==> src/rtl/flex_counter_ud.sv <==
// flex_counter_ud: parametrised up/down counter with a programmable upper
// bound, synchronous clear/load, wrap or saturate at the ends of the range,
// registered terminal-count flags and a registered one-cycle wrap pulse.
module flex_counter_ud #(
  parameter int NUM_CNT_BITS = 4
) (
  input  logic                    clk,
  input  logic                    n_rst,
  input  logic                    clear,
  input  logic                    load,
  input  logic [NUM_CNT_BITS-1:0] load_val,
  input  logic                    count_enable,
  input  logic                    up_down,
  input  logic                    sat_mode,
  input  logic [NUM_CNT_BITS-1:0] rollover_val,
  output logic [NUM_CNT_BITS-1:0] count_out,
  output logic                    rollover_flag,
  output logic                    zero_flag,
  output logic                    wrap_pulse
);

  localparam int N = NUM_CNT_BITS;

  // Registered state
  logic [N-1:0] r_count;
  logic         r_rollover;
  logic         r_zero;
  logic         r_wrap;

  // Combinational next-state terms
  logic [N-1:0] w_count_next;
  logic         w_wrap_next;
  logic         w_at_top;
  logic         w_at_zero;
  logic         w_above_top;
  logic [N-1:0] w_load_clamped;
  logic [N-1:0] w_inc;
  logic [N-1:0] w_dec;

  // Range comparisons are made against rollover_val, never 2^N-1. The +1 and
  // -1 results are only selected when the count is strictly inside the range,
  // so neither can overflow or underflow N bits.
  assign w_at_top       = (r_count == rollover_val);
  assign w_at_zero      = (r_count == '0);
  assign w_above_top    = (r_count > rollover_val);
  assign w_load_clamped = (load_val > rollover_val) ? rollover_val : load_val;
  assign w_inc          = r_count + {{(N-1){1'b0}}, 1'b1};
  assign w_dec          = r_count - {{(N-1){1'b0}}, 1'b1};

  // Next count and wrap detection; priority clear > load > enable > hold
  always_comb begin
    w_count_next = r_count;
    w_wrap_next  = 1'b0;
    if (clear) begin
      w_count_next = '0;
    end else if (load) begin
      w_count_next = w_load_clamped;
    end else if (count_enable) begin
      if (up_down) begin
        if (w_above_top) begin
          // Bound was lowered beneath the count: re-enter the range
          w_count_next = sat_mode ? rollover_val : '0;
          w_wrap_next  = ~sat_mode;
        end else if (w_at_top) begin
          w_count_next = sat_mode ? r_count : '0;
          w_wrap_next  = ~sat_mode;
        end else begin
          w_count_next = w_inc;
        end
      end else begin
        if (w_above_top) begin
          // Stepping down from above the bound lands on it, silently
          w_count_next = rollover_val;
        end else if (w_at_zero) begin
          w_count_next = sat_mode ? r_count : rollover_val;
          w_wrap_next  = ~sat_mode;
        end else begin
          w_count_next = w_dec;
        end
      end
    end
  end

  // State and flag registers; flags describe the count they are stored with
  always_ff @(posedge clk) begin
    if (!n_rst) begin
      r_count    <= '0;
      r_zero     <= 1'b1;
      r_rollover <= (rollover_val == '0);
      r_wrap     <= 1'b0;
    end else begin
      r_count    <= w_count_next;
      r_zero     <= (w_count_next == '0);
      r_rollover <= (w_count_next == rollover_val);
      r_wrap     <= w_wrap_next;
    end
  end

  assign count_out     = r_count;
  assign rollover_flag = r_rollover;
  assign zero_flag     = r_zero;
  assign wrap_pulse    = r_wrap;

endmodule
==> config.mk <==
export PLATFORM = sky130hd
export DESIGN_NAME = flex_counter_ud
export DESIGN_NICKNAME = d
export VERILOG_FILES = /design/src/rtl/flex_counter_ud.sv
export SDC_FILE = /design/constraint.sdc
export NUM_CORES = 1
export LEC_CHECK = 0
export ABC_AREA = 0
export CORE_MARGIN = 4
export CORE_UTILIZATION = 46
export DETAILED_ROUTE_END_ITERATION = 7
export DONT_BUFFER_PORTS = 1
export GPL_TIMING_DRIVEN = 0
export SKIP_CTS_REPAIR_TIMING = 1
export SLEW_MARGIN = 40
export SYNTH_ARGS = -nofsm -noshare
export SYNTH_HDL_FRONTEND = slang
export SYNTH_SLANG_ARGS = --single-unit
==> constraint.sdc <==
create_clock -name clk -period 3.6 [get_ports clk]
set_clock_uncertainty 0.15 [all_clocks]
set_input_delay 0.18 -clock clk [delete_from_list [all_inputs] [get_ports clk]]
set_output_delay 0.18 -clock clk [all_outputs]
set_load 0.02 [all_outputs]
==> flow_summary.ini <==
[setup_path]
reg2reg_depth = 9
r2r-start = count_out[0]$_SDFF_PN0_
crit_type = register to register
required_ns = 3.58
worstSetupStartpointType = register
crit_arrival_ns = 3.06
crit_fanout = 6
r2r-end = rollover_flag$_DFF_P_
rrSetupSlack_ns = 0.52
end_kind = register

[finish]
syn_to_final_growth_pct = 7.480
drive_above_1_share = 0.09740
fin_area_um2 = 1169
diodes = 0
fin_nets = 180
finalNonFillerCells = 182

[routing]
route.detailed.drc = 0
drtAntennaViolNets = 0
dr.pass1.iters = 4
viasPerCell = 6.280
wl_um = 3047
vias = 1143
first_iter_violations = 42
wl_per_cell_um = 16.74

[placement]
place_congestion = 0.8608
io_buffers = 0
preCtsSetupSlack_ns = 0.5612
placed_cell_area_um2 = 1122
place_inst = 176
dp_hpwl_um = 2431

[timing]
slew_viol_final = 0
fin_crit_sh = 0.8564
grt_setup_unrepaired = no
fmax_mhz = 324.4
setup_viol = 0
fin_ws_ns = 0.5170
hold_viol = 0
relSlewSlack = 0.6427
tightestPinTransition_ns = 0.5352
finalCriticalPeriod_ns = 3.083
setup_tns_ns = 0

[synthesis]
synth_area_leader_cell = dfxtp_1
synth-edff-count = 0
ys.flop_type = dfxtp_1
syn_avg_cell_area_um2 = 7.347
async_flop_share = 0
ys_seq_area_frac = 0.1289
syn_inst = 148
synth_simple_gate_area_frac = 0.3026
netlist_area_um2 = 1087
synth_commonest_cells = a21oi_1, inv_1, nand2_1, nor2_1, ha_1
synth_cell_types = 46
ys_warn_count = 0
synth.top_cell.area_share = 0.1289
synth_area_leaders = dfxtp_1, ha_1, a21oi_1
syn_nets = 173
synth_top_family_by_area = compound AO/OA/AOI/OAI gates
synthAdderAreaFrac = 0.1151
synth-compound-area-share = 0.3372
synth_mux_area_frac = 0.03222
ys_seq_elements = 7
synth_xor_area_frac = 0

[clocking]
clkSinkCount = 7
clk_latency_ns = 0.24
clockBufferDepth = 2
cts_buffers = 3
tritoncts = built
clkTransAtPathRegs_ns = 0.05
h-tree-depth = 1
root_buffer = clkbuf_4

[hold_path]
min_to = rollover_flag$_DFF_P_
min_path_cells = 2
min_path_type = input pin to register
worst_hold_startpoint = rollover_val[0]

[status]
status = completed

[global_routing]
grt_usage = 0.1954
grt_busiest_layer = met2
use_met3 = 0.04828
grt_overflow = 0
grt_pass1_vias = 1128
use_met2 = 0.3333
use_met1 = 0.2407
antenna_found_initial = 0
grt_max_degree = 11
grt_first_pass_wirelength_um = 5085

[pwr]
power.total_uw = 306.0
power_leakage_nw = 0.4992
peakVddDrop_v = 0.0003306
power_density_nw_per_um2 = 261.8

[flow_run]
max_cap_viol_count = 0

[die]
rows = 17
fp.dieArea_um2 = 3205
die_h_um = 56.62
initial_utilization = 0.4868
die_x_um = 56.62
core-area_um2 = 2233
ios = 22
routing by layer:
metal,vias to the layer above,part of all wire
met2,38,0.47
li1,580,-
met4,0,0.021
met1,519,0.44
met3,6,0.059
met5,-,0
layout make-up:
class                   count  area (µm²)
plain buffers               9       42.54
inverters                  13       48.80
well taps                  28       35.03
clock buffers               4       26.28
flip-flops and latches      7       140.1
fillers                   247        1065
repair buffers              2       20.02
multi-input cells         119       855.8
where the power goes:
group / leakage (nW) / switching (mW) / internal (mW) / total (mW)
logic: 0.427 / 0.0840 / 0.0596 / 0.144
registers: 0.0574 / 0.0121 / 0.0828 / 0.0949
clock network: 0.0150 / 0.0254 / 0.0421 / 0.0674
total: 0.499 / 0.122 / 0.184 / 0.306
cell families (layout without fill, tap and decap cells):
| logic type | count (synthesis) | in the layout |
|---|---|---|
| buf+inv | 22 | 28 |
| fa+ha+maj | 10 | 10 |
| mux | 3 | 3 |
| compound gates | 51 | 51 |
| simple gates | 55 | 55 |
| flops | 7 | 7 |
worst max-delay path: stages (launching register included):
cell       delay, ns
dfxtp_1         0.60
inv_1           0.19
ha_1            0.36
and4_1          0.25
a21oi_1         0.21
o311ai_1        0.11
a211oi_1        0.39
a2bb2oi_1       0.35
a2111oi_2       0.12
a31o_1          0.23
worst max-delay path by stage:
stage | end | slack, ns | from
6_report | rollover_flag$_DFF_P_ | 0.52 | count_out[0]$_SDFF_PN0_
5_1_grt | rollover_flag$_DFF_P_ | 0.31 | count_out[0]$_SDFF_PN0_
4_1_cts | rollover_flag$_DFF_P_ | 0.53 | count_out[0]$_SDFF_PN0_
3_5_place_dp | rollover_flag$_DFF_P_ | 0.56 | count_out[0]$_SDFF_PN0_
3_3_place_gp | rollover_flag$_DFF_P_ | 0.55 | count_out[0]$_SDFF_PN0_
2_1_floorplan | rollover_flag$_DFF_P_ | 0.97 | count_out[0]$_SDFF_PN0_
flip-flops by register name (all words and copies together) (netlist names):
| register | count |
|---|---|
| zero_flag | 1 |
| count_out | 4 |
| wrap_pulse | 1 |
| rollover_flag | 1 |
through the flow:
stage               hold slack [ns]  utilization
CTS                         -0.1433       0.5143
global route                0.07594       0.5232
detailed placement           0.1114       0.5025
global placement             0.1150       0.5025
finish                      0.08805       0.5232
floorplan                    0.1011            -
cells in the final DEF (no fill, tap or decap), types with 2 or more instances in the layout:
cell / instances
a211oi_1: 4
a21oi_1: 13
a311o_1: 3
a31oi_1: 4
a31oi_2: 2
and2_1: 2
and3_1: 2
and4_1: 3
buf_2: 4
clkbuf_1: 5
clkbuf_4: 3
dfxtp_1: 7
dlygate4sd3_1: 2
ha_1: 10
inv_1: 13
mux2i_1: 2
nand2_1: 11
nand2b_1: 2
nand3_1: 4
nand4b_1: 2
nor2_1: 11
nor2b_1: 2
nor3_1: 7
nor3b_1: 2
nor4b_1: 2
o211ai_1: 2
o21ai_0: 7
o31ai_1: 2
o41ai_1: 2
No activity file was read; power rests on OpenSTA's default activity.
